<file path="src/rtl/snake_pkg.sv">
// Shared types and start-of-game constants for the snake controller.
package snake_pkg;

    typedef enum logic [1:0] {
        DIR_UP    = 2'd0,
        DIR_DOWN  = 2'd1,
        DIR_LEFT  = 2'd2,
        DIR_RIGHT = 2'd3
    } dir_t;

    typedef enum logic [1:0] {
        ST_IDLE = 2'd0,
        ST_RUN  = 2'd1,
        ST_DEAD = 2'd2
    } ctrl_state_t;

    localparam logic [4:0]  START_I   = 5'd10;
    localparam logic [4:0]  START_J   = 5'd7;
    localparam logic [15:0] START_LEN = 16'd3;

    function automatic dir_t dir_opposite(input dir_t d);
        dir_t r;
        case (d)
            DIR_UP:    r = DIR_DOWN;
            DIR_DOWN:  r = DIR_UP;
            DIR_LEFT:  r = DIR_RIGHT;
            DIR_RIGHT: r = DIR_LEFT;
            default:   r = DIR_LEFT;
        endcase
        return r;
    endfunction

endpackage

</file>
<file path="src/rtl/snake_tick.sv">
// Move-tick generator: counts 0..TICK_DIV-1 while enabled, held at 0 otherwise.
module snake_tick
    import snake_pkg::*;
#(
    parameter int TICK_DIV = 12500000
) (
    input  logic clk,
    input  logic reset,
    input  logic en_i,
    output logic tick_o
);

    localparam int CW = (TICK_DIV > 2) ? $clog2(TICK_DIV) : 1;
    localparam logic [CW-1:0] LAST = CW'(TICK_DIV - 1);

    logic [CW-1:0] cnt_q, cnt_d;
    logic          tick_s;

    // Next count: clear when disabled or on the terminal value.
    always_comb begin
        tick_s = en_i && (cnt_q == LAST);
        cnt_d  = cnt_q;
        if (!en_i || tick_s) begin
            cnt_d = '0;
        end else begin
            cnt_d = cnt_q + CW'(1);
        end
    end

    // Counter register.
    always_ff @(posedge clk or negedge reset) begin
        if (!reset) begin
            cnt_q <= '0;
        end else begin
            cnt_q <= cnt_d;
        end
    end

    assign tick_o = tick_s;

endmodule

</file>
<file path="src/rtl/snake_ctrl.sv">
// Snake game head/length controller. Define SNAKE_WRAP_EN to wrap the head
// around the grid edges instead of treating them as walls.
module snake_ctrl
    import snake_pkg::*;
#(
    parameter int ROWS     = 16,
    parameter int COLS     = 16,
    parameter int TICK_DIV = 12500000
) (
    input  logic        clk,
    input  logic        reset,
    input  logic        start,
    input  logic        dir_up,
    input  logic        dir_down,
    input  logic        dir_left,
    input  logic        dir_right,
    input  logic [4:0]  food_i,
    input  logic [4:0]  food_j,
    input  logic        nxt_occupied,
    output logic [4:0]  nxt_i,
    output logic [4:0]  nxt_j,
    output logic [4:0]  i_head,
    output logic [4:0]  j_head,
    output logic [15:0] length,
    output logic        sys,
    output logic        food_eaten,
    output logic        gameOver
);

    localparam logic [15:0] MAX_LEN = 16'(ROWS * COLS);

    ctrl_state_t state_q, state_d;
    dir_t        dir_q, dir_d, pend_q, pend_d, req_dir_s;
    logic [4:0]  i_q, i_d, j_q, j_d;
    logic [15:0] len_q, len_d;
    logic        sys_q, sys_d, food_q, food_d, go_q, go_d;
    logic        req_valid_s, tick_s, oob_s, collide_s, food_hit_s;
    logic [5:0]  cand_i_s, cand_j_s;
    logic [4:0]  nxt_i_s, nxt_j_s;

    snake_tick #(.TICK_DIV(TICK_DIV)) u_tick (
        .clk    (clk),
        .reset  (reset),
        .en_i   (state_q == ST_RUN),
        .tick_o (tick_s)
    );

    // Candidate head one cell along the pending direction (6 bits so -1 is visible).
    always_comb begin
        cand_i_s = {1'b0, i_q};
        cand_j_s = {1'b0, j_q};
        case (pend_q)
            DIR_UP:    cand_i_s = {1'b0, i_q} - 6'd1;
            DIR_DOWN:  cand_i_s = {1'b0, i_q} + 6'd1;
            DIR_LEFT:  cand_j_s = {1'b0, j_q} - 6'd1;
            DIR_RIGHT: cand_j_s = {1'b0, j_q} + 6'd1;
            default:   cand_j_s = {1'b0, j_q};
        endcase
    end

`ifdef SNAKE_WRAP_EN
    // Fold out-of-range candidates back onto the opposite edge.
    always_comb begin
        oob_s = 1'b0;
        if (cand_i_s == 6'h3F) begin
            nxt_i_s = 5'(ROWS - 1);
        end else if (cand_i_s == 6'(ROWS)) begin
            nxt_i_s = 5'd0;
        end else begin
            nxt_i_s = cand_i_s[4:0];
        end
        if (cand_j_s == 6'h3F) begin
            nxt_j_s = 5'(COLS - 1);
        end else if (cand_j_s == 6'(COLS)) begin
            nxt_j_s = 5'd0;
        end else begin
            nxt_j_s = cand_j_s[4:0];
        end
    end
`else
    // Edges are walls: -1 shows up as 63, so one unsigned compare covers both sides.
    always_comb begin
        nxt_i_s = cand_i_s[4:0];
        nxt_j_s = cand_j_s[4:0];
        oob_s   = (cand_i_s >= 6'(ROWS)) || (cand_j_s >= 6'(COLS));
    end
`endif

    // Direction request decode, priority up > down > left > right.
    always_comb begin
        req_valid_s = 1'b1;
        req_dir_s   = DIR_RIGHT;
        if (dir_up) begin
            req_dir_s = DIR_UP;
        end else if (dir_down) begin
            req_dir_s = DIR_DOWN;
        end else if (dir_left) begin
            req_dir_s = DIR_LEFT;
        end else if (dir_right) begin
            req_dir_s = DIR_RIGHT;
        end else begin
            req_valid_s = 1'b0;
        end
    end

    assign collide_s  = oob_s || nxt_occupied;
    assign food_hit_s = (nxt_i_s == food_i) && (nxt_j_s == food_j);

    // Game FSM next state plus head, length, direction and strobe updates.
    always_comb begin
        state_d = state_q;
        i_d     = i_q;
        j_d     = j_q;
        len_d   = len_q;
        dir_d   = dir_q;
        pend_d  = pend_q;
        sys_d   = 1'b0;
        food_d  = 1'b0;
        if ((state_q != ST_DEAD) && req_valid_s && (req_dir_s != dir_opposite(dir_q))) begin
            pend_d = req_dir_s;
        end else begin
            pend_d = pend_q;
        end
        case (state_q)
            ST_IDLE: begin
                if (start) begin
                    state_d = ST_RUN;
                end else begin
                    state_d = ST_IDLE;
                end
            end
            ST_RUN: begin
                if (tick_s && collide_s) begin
                    state_d = ST_DEAD;
                end else if (tick_s) begin
                    i_d    = nxt_i_s;
                    j_d    = nxt_j_s;
                    dir_d  = pend_q;
                    sys_d  = 1'b1;
                    food_d = food_hit_s;
                    if (food_hit_s && (len_q < MAX_LEN)) begin
                        len_d = len_q + 16'd1;
                    end else begin
                        len_d = len_q;
                    end
                end else begin
                    state_d = ST_RUN;
                end
            end
            ST_DEAD: begin
                if (start) begin
                    state_d = ST_IDLE;
                    i_d     = START_I;
                    j_d     = START_J;
                    len_d   = START_LEN;
                    dir_d   = DIR_RIGHT;
                    pend_d  = DIR_RIGHT;
                end else begin
                    state_d = ST_DEAD;
                end
            end
            default: begin
                state_d = ST_IDLE;
            end
        endcase
        go_d = (state_d == ST_DEAD);
    end

    // State and output registers.
    always_ff @(posedge clk or negedge reset) begin
        if (!reset) begin
            state_q <= ST_IDLE;
            i_q     <= START_I;
            j_q     <= START_J;
            len_q   <= START_LEN;
            dir_q   <= DIR_RIGHT;
            pend_q  <= DIR_RIGHT;
            sys_q   <= 1'b0;
            food_q  <= 1'b0;
            go_q    <= 1'b0;
        end else begin
            state_q <= state_d;
            i_q     <= i_d;
            j_q     <= j_d;
            len_q   <= len_d;
            dir_q   <= dir_d;
            pend_q  <= pend_d;
            sys_q   <= sys_d;
            food_q  <= food_d;
            go_q    <= go_d;
        end
    end

    assign nxt_i      = nxt_i_s;
    assign nxt_j      = nxt_j_s;
    assign i_head     = i_q;
    assign j_head     = j_q;
    assign length     = len_q;
    assign sys        = sys_q;
    assign food_eaten = food_q;
    assign gameOver   = go_q;

endmodule

</file>
<file path="config.mk">
export PLATFORM = sky130hd
export DESIGN_NAME = snake_ctrl
export DESIGN_NICKNAME = d
export VERILOG_FILES = /design/src/rtl/snake_pkg.sv /design/src/rtl/snake_tick.sv /design/src/rtl/snake_ctrl.sv
export SDC_FILE = /design/constraint.sdc
export NUM_CORES = 1
export LEC_CHECK = 0
export ABC_CLOCK_PERIOD_IN_PS = 4410
export BUFFER_PORTS_ARGS = -buffer_cell sky130_fd_sc_hd__buf_2
export CORE_ASPECT_RATIO = 1.75
export CORE_UTILIZATION = 57
export DETAILED_ROUTE_END_ITERATION = 7
export GPL_TIMING_DRIVEN = 0
export PLACE_DENSITY = 0.8
export SYNTH_ARGS = -nofsm -noshare
export SYNTH_HDL_FRONTEND = slang
export SYNTH_SLANG_ARGS = --single-unit
</file>
<file path="constraint.sdc">
create_clock -name clk -period 4.41 [get_ports clk]
set_input_delay 0.441 -clock clk [delete_from_list [all_inputs] [get_ports clk]]
set_output_delay 0.441 -clock clk [all_outputs]
set_load 0.01 [all_outputs]
</file>
Word level (Yosys, flattened, before mapping)
Index checks and enable logic that the tools add are counted.
W data, S select, Z words.

word-level totals
  flip-flop bits (word level) = 59
  input bits = 18
  output and inout bits = 39
  word-level logic and storage cells = 95

operators by class
  add/subtract/negate cells = 6
  magnitude comparators = 3
  eq/ne operators = 18
  multiplexer cells = 42
  reduce and logical (&&, ||, !) cells = 16

operators by type and width
  operator                 count
  $mux W16                 4
  $pmux W16 S2             1
  $mux W5                  6
  $add A24 B1 Y24 const B  1
  $eq A24 B24 Y1 const B   1
  $mux W24                 1
  $pmux W6 S2              2
  $mux W2                  11
  $pmux W5 S2              2
  $add A16 B1 Y16 const B  1
  $lt A16 B9 Y1 const B    1
  $add A5 B1 Y6 const B    2
  $eq A2 B2 Y1 const B     6
  $ge A6 B5 Y1 const B     2
  $mux W1                  12
  $sub A5 B1 Y6 const B    2
  $eq A5 B5 Y1             2
  $ne A2 B2 Y1 const B     5
  $pmux W2 S4              1
  $eq A2 B1 Y1 const B     3
  $logic_and A1 B1 Y1      6
  $logic_not A2 Y1         3
  $pmux W2 S3              1
  $reduce_and A5 Y1        1
  6 further kinds          8

Longest topological paths before layout
Gate-level depths: netlist of run 1.

  word-level depth = 9
  mapped depth = 15
  gate-level depth less buffers = 10

Cells and area by module
A second synthesis of run 1 with hierarchy kept.

second synthesis, totals
  cell total of the unflattened synthesis = 387
  area total of the unflattened synthesis = 3742.3 um^2

modules (own cells, without submodules)
  module      instances  cells each  area each (um^2)
  snake_ctrl  1          250         2439.8
  snake_tick  1          137         1302.5

Least setup slack after synthesis of run 1
Ideal clock, no wire load.

  path kind = reg-to-reg
  start point = register pend_q[1]
  end point = register len_q[2] (netlist: length[2])
  setup time = 0.078 ns
  data arrival time = 3.971 ns
  data required time = 4.332 ns
  setup slack = 0.361 ns
  cell stages (with the launch flop) = 15
  buffers on the path = 5
  path through = dfstp_2 > buf_2 > buf_6 > buf_4 > clkbuf_1 > nand2_1 > ha_1 > buf_2 > or3b_1 > a31oi_1 > a311o_1 > xor2_1 > or4_4 > or4_1 > a21oi_1

between the ends
  cells in the longest elaborated chain, start to end = 8

ends and longest elaborated chain
  item                                    line               RTL
  start, declared                         snake_ctrl.sv:33   dir_t dir_q, dir_d, pend_q, pend_d, req_dir_s;
  start signal, assigned                  snake_ctrl.sv:187  pend_q <= pend_d;
  $eq A2 B2 Y1                            snake_ctrl.sv:52   case (pend_q)
  $pmux W6 S2 (*)                         snake_ctrl.sv:52
  via nxt_j[4]                            snake_ctrl.sv:21   output logic [4:0] nxt_j,
  $ge A6 B5 Y1                            snake_ctrl.sv:85   oob_s = (cand_i_s >= 6'(ROWS)) || (cand_j_s >= 6'(COLS));
  $logic_or A1 B1 Y1                      snake_ctrl.sv:85
  $logic_or A1 B1 Y1                      snake_ctrl.sv:106  assign collide_s = oob_s || nxt_occupied;
  $logic_and A1 B1 Y1                     snake_ctrl.sv:133  if (tick_s && collide_s) begin
  $ne A2 B2 Y1 (no source line)           n/a
  $reduce_and A5 Y1 (no source line) (*)  n/a
  end signal, assigned                    snake_ctrl.sv:185  len_q <= len_d;
  end, declared                           snake_ctrl.sv:35   logic [15:0] len_q, len_d;

The timed path passes the listed nets; every way through them passes the cells marked *.
A chain may end at the register's enable or synchronous reset.

Final worst setup path of run 1
  start point = register pend_q[1]
  end point = register len_q[2] (netlist: length[2])

between the ends
  cells in the longest elaborated chain, start to end = 8

ends and longest elaborated chain
  item                                    line
  $eq A2 B1 Y1 (tied with other cells)    snake_ctrl.sv:52
  $pmux W6 S2                             snake_ctrl.sv:52
  $ge A6 B5 Y1                            snake_ctrl.sv:85
  $logic_or A1 B1 Y1                      snake_ctrl.sv:85
  $logic_or A1 B1 Y1                      snake_ctrl.sv:106
  $logic_and A1 B1 Y1                     snake_ctrl.sv:133
  $ne A2 B2 Y1 (no source line)           n/a
  $reduce_and A5 Y1 (no source line) (*)  n/a

Mark *: on every way between the ends. The rest lies on a longest branch, timed or not.

==> key figures, run 1 <==
Drt
  – # DRC: 0
  – First-pass iteration count of the detailed router: 4
  – DRT iter0 DRCs: about 160
  – Via density: roughly 5.9
  – Routed wire length per instance: between 15 and 20 um
  – Antenna violation net count after detailed routing: 0
  – Vias: between 3,000 and 4,000
  – Routed WL: roughly 9200 um

Die
  – Starting Density: 59.5%
  – Die Area: between 6000 and 7000 um^2
  – Core ar.: approximately 6300 um^2
  – Chip Height: roughly 110 um
  – Top Ports: 57
  – Core Rows: 38
  – Die Width: 63.2 um

Flow run
  – Max Cap Viol: 0

Placed design
  – Routability cong.: ~0.9
  – Dpl ws: -496 ps
  – Inst Count DP: 530
  – DP HPWL: between 6000 and 7000 um
  – Buffers on Ports: 55
  – Placed cell area: 4110 um^2

GRT
  – Initial antenna violation count: 0
  – Largest net degree at the start of global routing: 60
  – Vias in the first global route: 3,236
  – First-pass GRT wire length: approximately 15,000 um
  – Total gr overflow: 0
  – Total Routing Usage GR: about 28%

Layout
  – Share of layout cells above drive strength 1: roughly a quarter
  – Most common cell after layout, fill and taps aside: buf_2
  – P&R area growth vs syn: 17.5%
  – Design area: between 4000 and 5000 um^2
  – Final non-filler cell total: between 500 and 600
  – Antenna cells: 0
  – Most frequent cells in the layout: buf_2 (58), dfrtp_1 (48), nor2_1 (39), nand2_1 (27), xor2_1 (23)
  – Number of fill cells: around 530
  – NumNets Final: 497

Synth
  – Mean Syn Cell Area: between 9 and 10 um^2
  – Area leader, netlist: dfrtp_1
  – Mapped cell area: ~3700 um^2
  – Register area share after synthesis: ~40%
  – Cell variety after synth: 65
  – Syn Inst Count: 395
  – Net Count, Synth: approximately 430
  – Flip-flop and latch count after synthesis: 59
  – FFs w/ async S/R, synth: 100%
  – Post-synth top area share: around a third
  – Syn. warnings: 0
  – Area contributors post-synth: dfrtp_1 (32%), dfstp_2 (7.7%), xor2_1 (5.4%)
  – Main synth FF type: dfrtp_1
  – EDFF count, synth: 0

Worst setup path
  – Kind of end point of the critical path: register
  – Worst path slowest cell: dfstp_2
  – Largest stage delay, worst path: between 600 and 700 ps
  – Critical path peak fanout: 10
  – Critical Path RT: 4680 ps
  – Crit path launch type: register
  – Worst EP arrival: between 4000 and 5000 ps
  – Critical-path cell list: buf_6 > buf_6 > buf_4 > buf_4 > nand2_2 > ha_1 > buf_2 > or3b_1 > a31oi_1 > a311o_1 > xor2_1 > or4_4 > or4_1 > a21oi_1
  – Kind of critical path: reg -> reg

Power
  – Power Dens Cells: between 300 and 400 nW/um^2
  – Fraction of power consumed by sequential logic: a little over two fifths
  – Max VDD drop: between 0.15 and 0.2 mV
  – Leakage: between 2 and 2.5 nW
  – Total Power: approximately 1.5 mW
  – Sw power: ~0.46 mW
  – Switching Share: 29.9%
  – Combinational share of power: about 23%
  – Pint: approximately 1.1 mW
  – Clock share of power: between 30% and 40%

Timing
  – Max Slew Vio Count: 0
  – Final hold vios: 0
  – Final setup vio count: 0
  – Max_slew headroom: between 50% and 60%
  – Period Utilization, post-route: about 97%
  – Max Clk Rate: 0.235 GHz
  – Clk_skew: just under 6 ps
  – Final setup margin: between 100 and 150 ps
  – Tightest Pin Transition: approximately 750 ps
  – Minimum clock period: between 4000 and 5000 ps

Clocking
  – Sink Count: a little under 60
  – CTS Buf Count: 9
  – CTS tree: built
  – H-tree depth: 3
  – Clk buf depth: 2
  – Root Driver: clkbuf_8
  – Hold Buf Count CTS: 0
  – Worst-skew pair later-pin latency: approximately 350 ps
  – Worst-path clk slew: roughly 70 ps

Min path
  – Min-Delay Path Class: in -> async

Outcome
  – Status: finished clean
-- layer usage --
| layer | share of wire, % | global-route usage (%) |
|---|---|---|
| met1 | 37 | 28.3 |
| met2 | 55 | 53.3 |
| met3 | 3.2 | 5.65 |
| met4 | 4.6 | 17.7 |
| met5 | 0 | 0 |
-- metrics by stage --
stage / util [%] / hold slack [ps] / TNS, ps
6_report: 69.9 / 159 / 0
4_1_cts: 69.3 / 356 / 0
5_1_grt: 69.9 / 210 / -3.19
3_3_place_gp: 65.5 / 464 / -5080
2_1_floorplan: - / 145 / 0
3_5_place_dp: 65.5 / 484 / -6370
-- final timing paths --
check / slack [ps] / start / to / cells past startpoint
max: 150 / pend_q[1]$_DFF_PN1_ / length[2]$_DFFE_PN0P_ / 14
min: 160 / reset / u_tick.cnt_q[11]$_DFF_PN0_ / 1
max reg2reg: 150 / pend_q[1]$_DFF_PN1_ / length[2]$_DFFE_PN0P_ / 14
min reg2reg: 510 / state_q[1]$_DFF_PN0_ / state_q[0]$_DFF_PN0_ / 1
max in group asynchronous: 3760 / reset / u_tick.cnt_q[15]$_DFF_PN0_ / 1
min in group clk: 360 / dir_down / pend_q[1]$_DFF_PN1_ / 2
-- layout make-up --
type | instances | area (um^2) | share of cell area (%)
buffer | 15 | 87.6 | 2.00
multi-input combinational | 303 | 2120 | 48.2
clock buffer | 15 | 186 | 4.25
tap | 80 | 100 | 2.28
timing repair buffer | 59 | 308 | 7.02
inverter | 18 | 67.6 | 1.54
sequential | 59 | 1490 | 34.0
clock inverter | 1 | 30.0 | 0.685
-- logic make-up after synthesis --
group | count (synthesis) | synth area share, %
simple gates | 181 | 26.6
compound gates | 62 | 12.6
flops | 59 | 39.9
xor+xnor | 37 | 9.45
buf+inv | 33 | 3.82
fa+ha+maj | 14 | 5.10
mux | 9 | 2.48
-- critical path, delay by kind of cell, from the launching register on --
kind            cells  cell delay (ps)
compound gates      3              600
xor+xnor            1              170
fa+ha+maj           1              280
buf+inv             5              930
flops               1              620
simple gates        4             1580
-- what timing repair did --
action                                  4_1_cts  5_1_grt
resized for setup                             6        4
buffers inserted                              1        3
pin swaps                                     1        2
endpoints found under the setup margin       23       20
-- cell usage after synthesis, types with 3 or more instances --
| cell type | n |
|---|---|
| nor4_1 | 8 |
| xor2_1 | 23 |
| and3_1 | 7 |
| inv_1 | 17 |
| nand2_1 | 28 |
| xnor2_1 | 12 |
| o31ai_1 | 4 |
| dfstp_2 | 11 |
| nor3_1 | 10 |
| o211ai_1 | 3 |
| nand4_1 | 9 |
| nand3_1 | 17 |
| clkbuf_1 | 7 |
| buf_2 | 6 |
| dfrtp_1 | 48 |
| ha_1 | 12 |
| and4_1 | 5 |
| a21oi_1 | 10 |
| nor2b_1 | 5 |
| and2_1 | 13 |
| or4_1 | 4 |
| a211oi_1 | 6 |
| nor3b_1 | 6 |
| nor2_1 | 39 |
| o21ai_0 | 10 |
| or3_1 | 6 |
| mux2i_1 | 7 |
| nand2b_1 | 10 |
| a31oi_1 | 6 |
-- power by group through the flow --
stage / registers (mW) / logic, mW / clock network, mW
floorplan: 0.630 / 0.246 / 0
global placement: 0.640 / 0.326 / 0
detailed placement: 0.643 / 0.339 / 0
CTS: 0.634 / 0.348 / 0.543
global route: 0.643 / 0.395 / 0.564
finish: 0.636 / 0.354 / 0.532
-- sequential cells by signal, summed over array words and instances (netlist names) --
| name | flops |
|---|---|
| length | 16 |
| j_head | 5 |
| sys | 1 |
| gameOver | 1 |
| state_q | 2 |
| dir_q | 2 |
| i_head | 5 |
| pend_q | 2 |
| food_eaten | 1 |
| u_tick.cnt_q | 24 |
Note: power is estimated with default switching activity, not from simulation.
==> run 2, diff against run 1 <==
--- a/config.mk
+++ b/config.mk
@@ -5,13 +5,14 @@
 export SDC_FILE = /design/constraint.sdc
 export NUM_CORES = 1
 export LEC_CHECK = 0
-export ABC_CLOCK_PERIOD_IN_PS = 4410
+export ABC_AREA = 1
+export ABC_CLOCK_PERIOD_IN_PS = 4800
 export BUFFER_PORTS_ARGS = -buffer_cell sky130_fd_sc_hd__buf_2
 export CORE_ASPECT_RATIO = 1.75
-export CORE_UTILIZATION = 57
+export CORE_UTILIZATION = 58
 export DETAILED_ROUTE_END_ITERATION = 7
 export GPL_TIMING_DRIVEN = 0
-export PLACE_DENSITY = 0.8
+export PLACE_DENSITY = 0.81
 export SYNTH_ARGS = -nofsm -noshare
 export SYNTH_HDL_FRONTEND = slang
 export SYNTH_SLANG_ARGS = --single-unit
==> constraint.sdc (replaced) <==
create_clock -name clk -period 4.8 [get_ports clk]
set_input_delay 0.48 -clock clk [delete_from_list [all_inputs] [get_ports clk]]
set_output_delay 0.48 -clock clk [all_outputs]
set_load 0.01 [all_outputs]
==> run 2 against run 1 <==
Via count increased by 13%. Sequential share of layout area increased by 0.22 points. Sequential power increased by 7.2%. Core utilization decreased by 0.46 points. Cell area decreased by 0.66%. Combinational power increased to 3.2 times the previous value.
==> key figures, run 2 <==
Outcome
  – Status: finished clean

Drt
  – Antenna violation net count after detailed routing: 0 (unchanged)
  – # DRC: 0 (unchanged)
  – Vias: 3,679 (+13%)
  – Routed WL: 9390 um (+1.6%)
  – DRT iter0 DRCs: 243 (+55%)
  – Routed wire length per instance: 14.1 um (-16%)
  – First-pass iteration count of the detailed router: 5 (+1)
  – Via density: 5.51 (-7.3%)

Synth
  – Flip-flop and latch count after synthesis: 59 (unchanged)
  – Syn. warnings: 0 (unchanged)
  – Commonest cells post-synth: nand2_1 (144), inv_1 (62), nand3_1 (57), dfrtp_1 (48), nor2_1 (39)
  – Post-synth top area share: 31.5% (-0.69 points)
  – FFs w/ async S/R, synth: 100% (unchanged)
  – Syn Inst Count: 516 (+31%)
  – Register area share after synthesis: 39.1% (-0.85 points)
  – Main synth FF type: dfrtp_1
  – Mapped cell area: 3810 um^2 (+2.2%)
  – Net Count, Synth: 548 (+28%)
  – Cell variety after synth: 41 (-37%)
  – EDFF count, synth: 0 (unchanged)
  – Most common cell in the synthesized netlist: nand2_1
  – Area leader, netlist: dfrtp_1
  – Area contributors post-synth: dfrtp_1 (31%), nand2_1 (14%), dfstp_2 (7.6%)
  – Mean Syn Cell Area: 7.39 um^2 (-22%)

Worst setup path
  – Crit path launch type: register
  – R2r setup slk: 1770 ps (+1620 ps)
  – Reg-to-Reg End: j_head[3]$_DFFE_PN0P_
  – Critical Path RT: 4320 ps (-360 ps)
  – Kind of end point of the critical path: output pin
  – Kind of critical path: reg -> out
  – Worst EP arrival: 2570 ps (-1960 ps)
  – Worst reg2reg startpoint: pend_q[1]$_DFF_PN1_
  – Critical path peak fanout: 5 (-5)
  – FF-to-FF path depth: 20 (+6)

Min path
  – Min-Delay Path Class: in -> async

Clocking
  – Root Driver: clkbuf_8
  – H-tree depth: 3 (unchanged)
  – Worst-path clk slew: 60 ps (about the same)
  – Post-CTS resize count: 0 (-6)
  – Setup Fix Bufs, Post-CTS: 0 (-1)
  – CTS Buf Count: 9 (unchanged)
  – Worst-skew pair later-pin latency: 350 ps (about the same)
  – Clk buf depth: 2 (unchanged)
  – Hold Buf Count CTS: 0 (unchanged)
  – CTS tree: built
  – Sink Count: 59 (unchanged)

Layout
  – Most common cell after layout, fill and taps aside: nand2_1
  – Share of layout cells above drive strength 1: 20.6% (-2.8 points)
  – Reg with most FFs: u_tick.cnt_q
  – Design area: 4360 um^2 (-0.66%)
  – Largest register FFs: 24 (unchanged)
  – Final non-filler cell total: 668 (+21%)
  – Most frequent cells in the layout: nand2_1 (144), inv_1 (62), buf_2 (58), nand3_1 (57), dfrtp_1 (48)
  – Antenna cells: 0 (unchanged)
  – Number of fill cells: 549 (+3.8%)
  – P&R area growth vs syn: 14.2%
  – NumNets Final: 615 (+24%)

Die
  – Starting Density: 60.8% (+1.3 points)
  – Chip Height: 109 um (+0.21%)
  – Die Area: 6920 um^2 (+0.40%)
  – Top Ports: 57 (unchanged)
  – Core ar.: 6280 um^2 (unchanged)
  – Core Rows: 38 (unchanged)
  – Die Width: 63.3 um (+0.20%)

Timing
  – RSZ-0062 raised after global routing: false
  – Minimum clock period: just over 3000 ps
  – Clk_skew: 7.71 ps (+1.74 ps)
  – Tightest Pin Transition: 818 ps (+70.6 ps)
  – Max Clk Rate: approximately 0.33 GHz
  – Hold_ws: 186 ps (+27.2 ps)
  – Period Utilization, post-route: 63.5%
  – Max Slew Vio Count: 0 (unchanged)
  – Final setup vio count: 0 (unchanged)
  – Max_slew headroom: 44.8% (-5.4 points)
  – Final hold vios: 0 (unchanged)
  – Total Neg Setup Slack: 0 ps (unchanged)

GRT
  – Total Routing Usage GR: 29.3% (+0.88 points)
  – Largest net degree at the start of global routing: 60 (unchanged)
  – Total gr overflow: 0 (unchanged)
  – Initial antenna violation count: 0 (unchanged)
  – First-pass GRT wire length: 15,400 um (+2.8%)
  – Vias in the first global route: 3,579 (+11%)

Power
  – Combinational share of power: 51.3% (+28 points)
  – Power Dens Cells: 505 nW/um^2 (+46%)
  – Max VDD drop: 0.245 mV (+30%)
  – Sw power: 0.978 mW (+110%)
  – Switching Share: 44.4% (+14 points)
  – Clock share of power: 17.7% (-17 points)
  – Leakage: 2.34 nW (+13%)
  – Total Power: 2.20 mW (+45%)
  – Pint: 1.22 mW (+15%)
  – Fraction of power consumed by sequential logic: 31.0% (-11 points)

Placed design
  – Placed cell area: 4190 um^2 (+2.1%)
  – Inst Count DP: 652 (+23%)
  – Routability cong.: 0.921 (+4.4%)
  – Buffers on Ports: 56 (+1.8%)
  – DP HPWL: 7120 um (+2.7%)

Flow run
  – Max Cap Viol: 0 (unchanged)
-- run 2: power groups by stage --
stage	clock, mW	combinational, mW	sequential (mW)
6_report	0.390	1.13	0.682
5_1_grt	0.420	1.27	0.691
4_1_cts	0.396	1.12	0.680
3_5_place_dp	0	1.12	0.688
3_3_place_gp	0	1.07	0.683
2_1_floorplan	0	0.800	0.685
-- run 2: worst max-delay path, cell delays in order, from the launching register on --
cell and delay [ps]:
dfstp_2 600, inv_1 130, nor2_1 190, inv_1 140, ha_1 360, a21oi_1 250, nand2_1 90, nand2_1 70
nand3_1 110, nand2_1 130, buf_2 140
-- run 2: cell type report --
cell class,count,area (um^2),share of cell area (%)
inverter,66,248,5.69
sequential,59,1490,34.2
tap,80,100,2.30
timing repair buffer,56,283,6.49
buffer,13,90.1,2.07
multi-input combinational,378,1990,45.6
clock buffer,16,160,3.68
-- run 2: cells by family after synthesis --
family	share of synthesized area (%)
xor gates and xnor gates	1.61
buffers and inverters	8.86
adders and majority gates	4.99
AOI/OAI and AO/OA	8.20
and+or+nand+nor	37.3
DFF	39.1
-- run 2: metal layers --
metal	GRT usage [%]	share of wire, %
met2	56.8	55
met4	15.7	3.8
met3	5.02	4.4
met1	29.0	37
met5	0	0
-- run 2: worst max path at each step --
stage / cells past startpoint / from / endpoint / slack (ps)
global placement: 20 / pend_q[1]$_DFF_PN1_ / i_head[2]$_DFFE_PN0P_ / 1870
detailed placement: 20 / pend_q[1]$_DFF_PN1_ / j_head[3]$_DFFE_PN0P_ / 1770
CTS: 20 / pend_q[1]$_DFF_PN1_ / j_head[3]$_DFFE_PN0P_ / 1760
global route: 20 / pend_q[1]$_DFF_PN1_ / i_head[2]$_DFFE_PN0P_ / 1450
finish: 10 / pend_q[0]$_DFF_PN1_ / nxt_i[3] / 1750
floorplan: 17 / pend_q[1]$_DFF_PN1_ / i_head[0]$_DFFE_PN0P_ / 2170
-- run 2: per-stage QoR --
stage,setup slack [ps],utilization [%]
CTS,1760,69.4
global route,1450,69.4
detailed placement,1770,66.8
finish,1750,69.4
global placement,1870,66.8
floorplan,2170,-
